$ cat config.mk
export PLATFORM = sky130hd
export DESIGN_NAME = sc_level_sequencer
export DESIGN_NICKNAME = d
export VERILOG_FILES = /design/src/rtl/sc_frogger_pkg.sv /design/src/rtl/sc_hold_timer.sv /design/src/rtl/sc_level_sequencer.sv
export SDC_FILE = /design/constraint.sdc
export NUM_CORES = 1
export LEC_CHECK = 0
export BUFFER_PORTS_ARGS = -buffer_cell sky130_fd_sc_hd__buf_4
export CAP_MARGIN = 20
export CORE_MARGIN = 4
export CORE_UTILIZATION = 35
export CTS_BUF_LIST = sky130_fd_sc_hd__clkbuf_8
export CTS_CLUSTER_DIAMETER = 50
export DETAILED_ROUTE_END_ITERATION = 10
export SYNTH_ARGS = -nofsm -noshare
export SYNTH_HDL_FRONTEND = slang
export SYNTH_SLANG_ARGS = --single-unit
$ cat constraint.sdc
create_clock -name SC_LEVELSEQ_CLOCK_50 -period 3.35 [get_ports SC_LEVELSEQ_CLOCK_50]
set_input_delay 0.1675 -clock SC_LEVELSEQ_CLOCK_50 [delete_from_list [all_inputs] [get_ports SC_LEVELSEQ_CLOCK_50]]
set_output_delay 0.1675 -clock SC_LEVELSEQ_CLOCK_50 [all_outputs]
set_load 0.03 [all_outputs]
$ cat src/rtl/sc_frogger_pkg.sv
// Shared Frogger game-flow definitions: state encoding, bus widths and the
// lane-speed helper used by the level sequencer.
package sc_frogger_pkg;

    localparam int LEVEL_W = 4;
    localparam int SPEED_W = 28;

    typedef enum logic [2:0] {
        IDLE    = 3'd0,
        PLAY    = 3'd1,
        ADVANCE = 3'd2,
        DEATH   = 3'd3,
        WON     = 3'd4,
        LOST    = 3'd5
    } state_t;

    // Lane divisor for a level: base minus level*step, floored at min.
    // Worked in 32 bits so a product larger than the base reads as underflow.
    function automatic logic [SPEED_W-1:0] speed_for_level(
        input logic [LEVEL_W-1:0] level,
        input int unsigned        base,
        input int unsigned        step,
        input int unsigned        min_speed
    );
        logic [31:0] product;
        logic [31:0] result;
        product = {{(32-LEVEL_W){1'b0}}, level} * step;
        if (product > base) begin
            result = min_speed;
        end else begin
            result = base - product;
            if (result < min_speed) begin
                result = min_speed;
            end
        end
        return result[SPEED_W-1:0];
    endfunction

endpackage

$ cat src/rtl/sc_hold_timer.sv
// Loadable down-counter with a zero flag; counts a pause length and then
// parks at zero until reloaded. Used for every timed pause in the game.
module sc_hold_timer #(
    parameter int WIDTH = 25
) (
    input  logic             clk,
    input  logic             rst_n,
    input  logic             load,
    input  logic [WIDTH-1:0] load_value,
    input  logic             dec,
    output logic             zero
);

    logic [WIDTH-1:0] count;

    // Load has priority; otherwise decrement until zero and hold there.
    always_ff @(posedge clk or negedge rst_n) begin
        if (!rst_n) begin
            count <= '0;
        end else if (load) begin
            count <= load_value;
        end else if (dec && (count != '0)) begin
            count <= count - 1'b1;
        end
    end

    assign zero = (count == '0);

endmodule

$ cat src/rtl/sc_level_sequencer.sv
// Frogger game-flow controller: turns goal/collision/start edges into
// level-counter pulses, tracks lives, gates play and picks the lane speed.
module sc_level_sequencer
    import sc_frogger_pkg::*;
#(
    parameter int unsigned LIVES_INIT  = 3,
    parameter int unsigned MAX_LEVEL   = 9,
    parameter int unsigned HOLD_CYCLES = 25000000,
    parameter int unsigned SPEED_BASE  = 12500000,
    parameter int unsigned SPEED_STEP  = 1000000,
    parameter int unsigned SPEED_MIN   = 2000000
) (
    input  logic               SC_LEVELSEQ_CLOCK_50,
    input  logic               SC_LEVELSEQ_RESET_InLow,
    input  logic               SC_LEVELSEQ_START_InLow,
    input  logic               SC_LEVELSEQ_GOAL,
    input  logic               SC_LEVELSEQ_COLLISION,
    input  logic [LEVEL_W-1:0] SC_LEVELSEQ_LEVEL_InBUS,
    output logic               SC_LEVELSEQ_CUENTA,
    output logic               SC_LEVELSEQ_LEVELCLEAR,
    output logic               SC_LEVELSEQ_FROGRESET,
    output logic               SC_LEVELSEQ_RUN,
    output logic [2:0]         SC_LEVELSEQ_LIVES_OutBUS,
    output logic [SPEED_W-1:0] SC_LEVELSEQ_SPEED_OutBUS,
    output logic               SC_LEVELSEQ_WON,
    output logic               SC_LEVELSEQ_LOST
);

    // Wide enough to hold HOLD_CYCLES-1.
    localparam int TIMER_W = (HOLD_CYCLES > 2) ? $clog2(HOLD_CYCLES) : 1;
    localparam logic [TIMER_W-1:0] HOLD_LOAD = TIMER_W'(HOLD_CYCLES - 1);
    localparam logic [2:0]         LIVES_START = 3'(LIVES_INIT);
    localparam logic [LEVEL_W-1:0] LAST_LEVEL  = LEVEL_W'(MAX_LEVEL);

    logic   clk;
    logic   rst_n;
    state_t state;

    logic   goal_prev, coll_prev, start_prev;
    logic   goal_evt, coll_evt, start_evt;

    logic   timer_load;
    logic   timer_dec;
    logic   timer_zero;

    assign clk   = SC_LEVELSEQ_CLOCK_50;
    assign rst_n = SC_LEVELSEQ_RESET_InLow;

    // Registered rising-edge detectors; START is active-low so its press is
    // a falling edge of the pin.
    // NOTE: non-blocking assignments let every register sample the previous
    // value of its neighbours, which is what makes prev/evt a true edge pair.
    always_ff @(posedge clk or negedge rst_n) begin
        if (!rst_n) begin
            goal_prev  <= 1'b0;
            coll_prev  <= 1'b0;
            start_prev <= 1'b0;
            goal_evt   <= 1'b0;
            coll_evt   <= 1'b0;
            start_evt  <= 1'b0;
        end else begin
            goal_prev  <= SC_LEVELSEQ_GOAL;
            coll_prev  <= SC_LEVELSEQ_COLLISION;
            start_prev <= ~SC_LEVELSEQ_START_InLow;
            goal_evt   <= SC_LEVELSEQ_GOAL & ~goal_prev;
            coll_evt   <= SC_LEVELSEQ_COLLISION & ~coll_prev;
            start_evt  <= ~SC_LEVELSEQ_START_InLow & ~start_prev;
        end
    end

    // The pause timer is (re)loaded whenever PLAY acts on an event; loading
    // on the way to WON/LOST is harmless since those states ignore it.
    assign timer_load = (state == PLAY) && (coll_evt || goal_evt);
    assign timer_dec  = (state == ADVANCE) || (state == DEATH);

    sc_hold_timer #(
        .WIDTH (TIMER_W)
    ) u_hold_timer (
        .clk        (clk),
        .rst_n      (rst_n),
        .load       (timer_load),
        .load_value (HOLD_LOAD),
        .dec        (timer_dec),
        .zero       (timer_zero)
    );

    // Game-flow FSM with registered pulse and status outputs; pulses default
    // low every cycle so each one lasts exactly one clock.
    always_ff @(posedge clk or negedge rst_n) begin
        if (!rst_n) begin
            state                    <= IDLE;
            SC_LEVELSEQ_CUENTA       <= 1'b0;
            SC_LEVELSEQ_LEVELCLEAR   <= 1'b0;
            SC_LEVELSEQ_FROGRESET    <= 1'b0;
            SC_LEVELSEQ_RUN          <= 1'b0;
            SC_LEVELSEQ_LIVES_OutBUS <= 3'd0;
            SC_LEVELSEQ_WON          <= 1'b0;
            SC_LEVELSEQ_LOST         <= 1'b0;
        end else begin
            SC_LEVELSEQ_CUENTA     <= 1'b0;
            SC_LEVELSEQ_LEVELCLEAR <= 1'b0;
            SC_LEVELSEQ_FROGRESET  <= 1'b0;
            case (state)
                IDLE, WON, LOST: begin
                    if (start_evt) begin
                        SC_LEVELSEQ_LIVES_OutBUS <= LIVES_START;
                        SC_LEVELSEQ_LEVELCLEAR   <= 1'b1;
                        SC_LEVELSEQ_FROGRESET    <= 1'b1;
                        SC_LEVELSEQ_RUN          <= 1'b1;
                        SC_LEVELSEQ_WON          <= 1'b0;
                        SC_LEVELSEQ_LOST         <= 1'b0;
                        state                    <= PLAY;
                    end
                end
                PLAY: begin
                    if (coll_evt) begin
                        // Collision wins over a goal seen in the same cycle.
                        SC_LEVELSEQ_LIVES_OutBUS <= SC_LEVELSEQ_LIVES_OutBUS - 3'd1;
                        SC_LEVELSEQ_RUN          <= 1'b0;
                        if (SC_LEVELSEQ_LIVES_OutBUS == 3'd1) begin
                            SC_LEVELSEQ_LOST <= 1'b1;
                            state            <= LOST;
                        end else begin
                            SC_LEVELSEQ_FROGRESET <= 1'b1;
                            state                 <= DEATH;
                        end
                    end else if (goal_evt) begin
                        SC_LEVELSEQ_RUN <= 1'b0;
                        if (SC_LEVELSEQ_LEVEL_InBUS == LAST_LEVEL) begin
                            SC_LEVELSEQ_WON <= 1'b1;
                            state           <= WON;
                        end else begin
                            SC_LEVELSEQ_CUENTA <= 1'b1;
                            state              <= ADVANCE;
                        end
                    end
                end
                ADVANCE: begin
                    if (timer_zero) begin
                        SC_LEVELSEQ_FROGRESET <= 1'b1;
                        SC_LEVELSEQ_RUN       <= 1'b1;
                        state                 <= PLAY;
                    end
                end
                DEATH: begin
                    // The frog was already sent home when the hit was seen.
                    if (timer_zero) begin
                        SC_LEVELSEQ_RUN <= 1'b1;
                        state           <= PLAY;
                    end
                end
                default: begin
                    SC_LEVELSEQ_RUN <= 1'b0;
                    state           <= IDLE;
                end
            endcase
        end
    end

    // Lane divisor follows the level counter directly, no register.
    assign SC_LEVELSEQ_SPEED_OutBUS = speed_for_level(SC_LEVELSEQ_LEVEL_InBUS,
                                                      SPEED_BASE, SPEED_STEP,
                                                      SPEED_MIN);

endmodule

==> out/qor.csv, run 1 <==
metric,value,unit
syn_to_final_growth,42.1,%
vias,3194,
synth_top_area_cell,dfrtp_1,
power_switching_share,43.7,%
holdCritPathClass,input port to asynchronous set/reset pin,
min_period,3.76,ns
combPwrFrac,60.0,%
grt_pass1_wl,15.2,mm
syn_area_per_cell,8.65,um2
p_seq_share,28.4,%
p_clk_share,11.7,%
first_pass_iters,4,
worst_pin_slew,0.924,ns
finalSetupTns,-6.23,ns
start_kind,input port,
dp_hpwl,6.42,mm
reg2reg_from,u_hold_timer.count[6]$_DFFE_PN0P_,
cts_tree,done,
die_x,106,um
drt-initial-drc-count,83,
worst_clock_skew,0.00690,ns
post-place-ws,-0.522,ns
peakVddDrop,0.321,mV
p_leak,2.07,nW
die_h,106,um
startpoint,SC_LEVELSEQ_LEVEL_InBUS[3],
final-instance-count-excl-fill,629,
routed_wl,8.68,mm
yosys_warnings,0,
report.final.slew_viol_count,0,
failed_checks,setup timing,
gp_congestion,0.856,
synth.top_cells.by_area,"dfrtp_1 (32%), ha_1 (8.5%), xnor2_1 (4.9%)",
critPathArrivalTime,3.59,ns
first_global_vias,3303,
place_area,4330,um2
cts.clk_slew.worst_paths,0.08,ns
cp-end-kind,output pin,
viasPerCell,5.08,
synth-main-ff-cell,dfrtp_1,
wire_per_inst,13.8,um
n_antenna_cell,0,
path_max_fanout,10,
io-pin-count,46,
whs,0.397,ns
drc,0,
hold_viol_final,0,
core-area,9330,um2
antenna_found_initial,0,
max_freq,266,MHz
fin_ws,-0.411,ns
syn-cell-area,3380,um2
nets,536,
clockBufferDepth,2,
synth-edff-count,0,
clock-sinks,43,
period_share,112,%
p_switching,1.30,mW
dieArea,11300,um2
port_buffers,40,
grt_overflow,0,
mostFrequentLayoutCell,buf_4,
rsz0062_at_grt,yes,
cts_buffers,5,
p_total,2.98,mW
drive_gt1_share,34.8,%
netlist_instances,391,
synth_cell_types,66,
finalInstanceArea,4810,um2
nFillCells,837,
maxCapViolations,0,
grt_util_all_layers,16.3,%
h-tree-depth,2,
ys_seq_area_share,31.8,%
insertion_delay,0.31,ns
setup_viol,20,
root_buffer,clkbuf_8,
outcome,"finished, violations left",
dpl.cell_count,603,
required,3.18,ns
postRouteAntennaNets,0,
synth_top_area_share,31.8,%
synth.ff_latch_count,43,
p_int,1.68,mW
post-route-util,51.5,%
final_cell_mix,"buf_4 (77), dfrtp_1 (43), nor2_1 (32), nand2_1 (32), buf_6 (31)",
num_rows,35,
grt_max_degree,44,
synthArstFlopShare,100,%
p_per_area,619,nW/um2
slew_headroom,37.9,%
worstSetupPathType,input port to output pin,
start_util,36.3,%
## worst max-delay path, stage by stage
cell,delay (ns)
buf_8,0.10
fa_1,0.57
inv_1,0.06
fa_1,0.45
inv_2,0.08
ha_4,0.16
a211oi_4,0.05
buf_4,0.14
o2111ai_2,0.17
or4b_4,0.51
a21o_1,0.18
o211ai_2,0.19
a41oi_2,0.07
buf_12,0.18
a311o_2,0.36
buf_6,0.14
## synth_stat cells (3+ instances only)
| cell | number |
|---|---|
| xor2_1 | 15 |
| and2_1 | 5 |
| xnor2_1 | 19 |
| nand2_1 | 35 |
| nor2_1 | 36 |
| nor2b_1 | 10 |
| or3_1 | 12 |
| a22oi_1 | 3 |
| nor4_1 | 8 |
| ha_1 | 23 |
| nor3_1 | 20 |
| nand2b_1 | 9 |
| dfrtp_1 | 43 |
| a31oi_1 | 3 |
| o21ai_0 | 26 |
| or3b_2 | 3 |
| fa_1 | 5 |
| or4_1 | 4 |
| clkbuf_1 | 5 |
| nand3_1 | 6 |
| buf_4 | 8 |
| inv_1 | 19 |
| a21oi_1 | 18 |
## state kept, by name, summed over array words and instances, names as in the netlist
register and flops:
SC_LEVELSEQ_CUENTA 1, SC_LEVELSEQ_FROGRESET 1, SC_LEVELSEQ_LEVELCLEAR 1, SC_LEVELSEQ_LIVES_OutBUS 3
SC_LEVELSEQ_LOST 1, SC_LEVELSEQ_RUN 1, SC_LEVELSEQ_WON 1, coll_evt 1
coll_prev 1, goal_evt 1, goal_prev 1, start_evt 1
start_prev 1, state 3, u_hold_timer.count 25
## final cells by class
type                            count  area [um2]  area share (%)
Clock buffer                        5        68.8            1.43
Clock inverter                      3        25.0           0.520
Inverter                           19        75.1            1.56
Multi-Input combinational cell    316        2400            49.9
Sequential cell                    43        1080            22.4
Tap cell                          129         161            3.36
Timing Repair Buffer              114        1000            20.8
## layer usage
metal / vias to the layer above / routed length (um) / track usage (%) / share of wire (%)
met1: 1525 / 3940 / 21.8 / 45
met2: 68 / 4270 / 27.2 / 49
met3: 14 / 371 / 2.98 / 4.3
met4: 0 / 103 / 4.16 / 1.2
li1: 1587 / - / - / -
met5: - / 0 / 0 / 0
## cells by family (layout without fill, tap and decap cells)
kind of cell	Yosys count	in the layout	share of synthesized area, %
AND/OR/NAND/NOR	168	168	26.3
AO/OA/AOI/OAI	77	77	14.6
flip-flops	43	43	31.8
buffers and inverters	36	141	5.40
XOR/XNOR	34	34	8.80
adder cells (fa/ha/maj)	28	28	11.5
multiplexers	4	4	1.52
other	1	5	0.111
## power by group through the flow
stage	clock (mW)	sequential, mW	combinational, mW
2_1_floorplan	0	0.852	0.995
3_3_place_gp	0	0.843	1.50
3_5_place_dp	0	0.849	1.53
4_1_cts	0.358	0.842	1.74
5_1_grt	0.385	0.875	1.96
6_report	0.348	0.845	1.79
## path summary, 6_finish.rpt
check | end | depth (start not counted) | slack [ns]
worst min register to register | start_evt$_DFF_PN0_ | 1 | 0.40
max in group asynchronous | state[0]$_DFFE_PN0P_ | 2 | 2.58
worst max register to register | u_hold_timer.count[17]$_DFFE_PN0P_ | 7 | 0.73
worst min-delay path | u_hold_timer.count[22]$_DFFE_PN0P_ | 2 | 0.40
min in group SC_LEVELSEQ_CLOCK_50 | start_evt$_DFF_PN0_ | 1 | 0.40
worst max-delay path | SC_LEVELSEQ_SPEED_OutBUS[15] | 16 | -0.41
## repair_timing
action | CTS | global route
setup buffers | 12 | 3
endpoints found under the setup margin | 22 | 23
pin swaps | 4 | 3
hold endpoints to repair | 47 | 0
hold buffers | 4 | 0
resized for setup | 52 | 13
Power figures use the tool's default switching activity.
==> inputs of run 2 (changes only) <==
--- a/config.mk
+++ b/config.mk
@@ -9,9 +9,11 @@
 export CAP_MARGIN = 20
 export CORE_MARGIN = 4
 export CORE_UTILIZATION = 35
-export CTS_BUF_LIST = sky130_fd_sc_hd__clkbuf_8
+export CTS_BUF_LIST = sky130_fd_sc_hd__clkbuf_16
 export CTS_CLUSTER_DIAMETER = 50
 export DETAILED_ROUTE_END_ITERATION = 10
+export GPL_TIMING_DRIVEN = 0
+export MAX_ROUTING_LAYER = met4
 export SYNTH_ARGS = -nofsm -noshare
 export SYNTH_HDL_FRONTEND = slang
 export SYNTH_SLANG_ARGS = --single-unit
==> out/qor.csv, run 2 (synthesis gave the netlist of run 1 again) <==
metric,value,unit
h-tree-depth,2,
hold_viol_final,0,
gp_congestion,0.841,
p_int,1.69,mW
holdCritPathClass,input port to flip-flop,
cp-end-kind,output pin,
start_kind,input port,
routed_wl,7.96,mm
nFillCells,872,
vias,3004,
regArea,1080,um2
clock-sinks,43,
grt_pass1_wl,13.6,mm
min_period,3.79,ns
postRouteAntennaNets,0,
viasPerCell,5.02,
max_freq,264,MHz
dieArea,11300,um2
regMostFlops,u_hold_timer.count,
finalSetupTns,-7.19,ns
critPathSlowestCell,fa_1,
worst_pin_slew,0.998,ns
power_switching_share,42.3,%
grt_overflow,0,
port_buffers,40,
report.final.slew_viol_count,0,
drt-initial-drc-count,101,
drc,0,
failed_checks,setup timing,
p_total,2.92,mW
globalRouteMet2Util,23.9,%
drive_gt1_share,29.4,%
final_cell_mix,"dfrtp_1 (43), buf_4 (43), nand2_1 (35), nor2_1 (33), buf_6 (29)",
insertion_delay,0.28,ns
critPathArrivalTime,3.63,ns
regToRegSetupSlack,0.54,ns
num_rows,35,
die_x,106,um
p_clk_share,15.3,%
cts_tree,done,
grt_use_met1,19.9,%
start_util,36.3,%
p_per_area,628,nW/um2
grt-busiest-layer,met2,
grt_util_all_layers,14.7,%
root_buffer,clkbuf_16,
nets,506,
post-place-ws,-0.892,ns
required,3.18,ns
path_cells,"buf_12, fa_1, inv_1, fa_1, inv_2, ha_4, o21ai_4, o2111ai_2, or4b_4, a21o_1, o211ai_4, a41oi_2, buf_6, or3_4, buf_6",
cts.clk_slew.worst_paths,0.06,ns
core-area,9330,um2
peakVddDrop,0.329,mV
n_antenna_cell,0,
reg_top3,"u_hold_timer.count (25), SC_LEVELSEQ_LIVES_OutBUS (3), state (3)",
antenna_found_initial,0,
worst_clock_skew,0.00605,ns
gr-usage-met3,1.94,%
fin_ws,-0.444,ns
path_max_fanout,7,
setup_viol,21,
first_global_vias,2929,
p_seq_share,28.4,%
io-pin-count,46,
slew_headroom,33.0,%
finalInstanceArea,4650,um2
p_leak,1.93,nW
combPwrFrac,56.3,%
maxCapViolations,0,
largest_reg_flops,25,
p_switching,1.24,mW
worstSetupPathType,input port to output pin,
rsz0062_at_grt,yes,
place_area,4020,um2
outcome,"finished, violations left",
post-route-util,49.9,%
multi_input_area,2440,um2
dp_hpwl,5.79,mm
worst_path_largest_cell_delay,0.55,ns
first_pass_iters,4,
die_h,106,um
clockBufferDepth,2,
period_share,113,%
grt_max_degree,44,
wire_per_inst,13.3,um
syn_to_final_growth,37.5,%
cts_buffers,5,
## run 2: cell types whose count changed in the layout (fill, tap and decap cells not counted), moves of 3 or more
cell / previous run / this run
buf_4: 77 / 43
clkbuf_1: 0 / 4
clkbuf_16: 0 / 5
clkbuf_8: 5 / 0
ha_1: 21 / 18
nand2_1: 32 / 35
nand2_2: 3 / 0
## run 2: metal layers
metal / wire length, um / vias to the layer above
met5: 0 / -
met4: 48 / 0
met3: 186 / 6
met2: 3930 / 36
met1: 3790 / 1451
li1: - / 1511
## run 2: final timing paths
path,startpoint,end,depth (start not counted)
setup / recovery,SC_LEVELSEQ_LEVEL_InBUS[3],SC_LEVELSEQ_SPEED_OutBUS[7],15
hold / removal,SC_LEVELSEQ_START_InLow,start_prev$_DFF_PN0_,2
setup reg to reg,u_hold_timer.count[6]$_DFFE_PN0P_,u_hold_timer.count[18]$_DFFE_PN0P_,8
hold reg to reg,start_prev$_DFF_PN0_,start_evt$_DFF_PN0_,1
max in group asynchronous,SC_LEVELSEQ_RESET_InLow,coll_prev$_DFF_PN0_,2
min in group asynchronous,SC_LEVELSEQ_RESET_InLow,u_hold_timer.count[14]$_DFFE_PN0P_,2
## run 2: layout make-up
cell class / instances / share of cell area [%]
clock inverters: 2 / 0.188
inverters: 19 / 1.69
multi-input cells: 316 / 52.4
plain buffers: 15 / 2.37
clock buffers: 5 / 2.69
flip-flops and latches: 43 / 23.1
repair buffers: 69 / 14.1
well taps: 129 / 3.47
## run 2: power groups by stage
stage | clock (mW) | combinational [mW] | sequential [mW]
after floorplan | 0 | 0.995 | 0.852
after global placement | 0 | 1.37 | 0.829
after detailed placement | 0 | 1.39 | 0.836
after CTS | 0.457 | 1.54 | 0.829
after global routing | 0.482 | 1.81 | 0.860
final | 0.446 | 1.65 | 0.830
## run 2: repair_timing
item,CTS,global route
gates resized for setup,41,22
endpoints found under the hold margin,44,1
pin swaps,15,15
endpoints found under the setup margin,23,23
hold buffers,2,1
setup buffers,17,10
## run 2: critical path: cells and delay by family
| kind | cells | cell delay [ns] |
|---|---|---|
| and+or+nand+nor | 2 | 0.85 |
| adders and majority gates | 3 | 1.33 |
| AOI/OAI and AO/OA | 5 | 0.74 |
| buffers and inverters | 5 | 0.54 |
## run 2: through the flow
step           instances  hold WS (ns)
2_1_floorplan        395        -0.128
3_3_place_gp         564         0.194
3_5_place_dp         564         0.192
5_1_grt              598        0.0301
4_1_cts              588      0.000840
6_report             598        0.0358
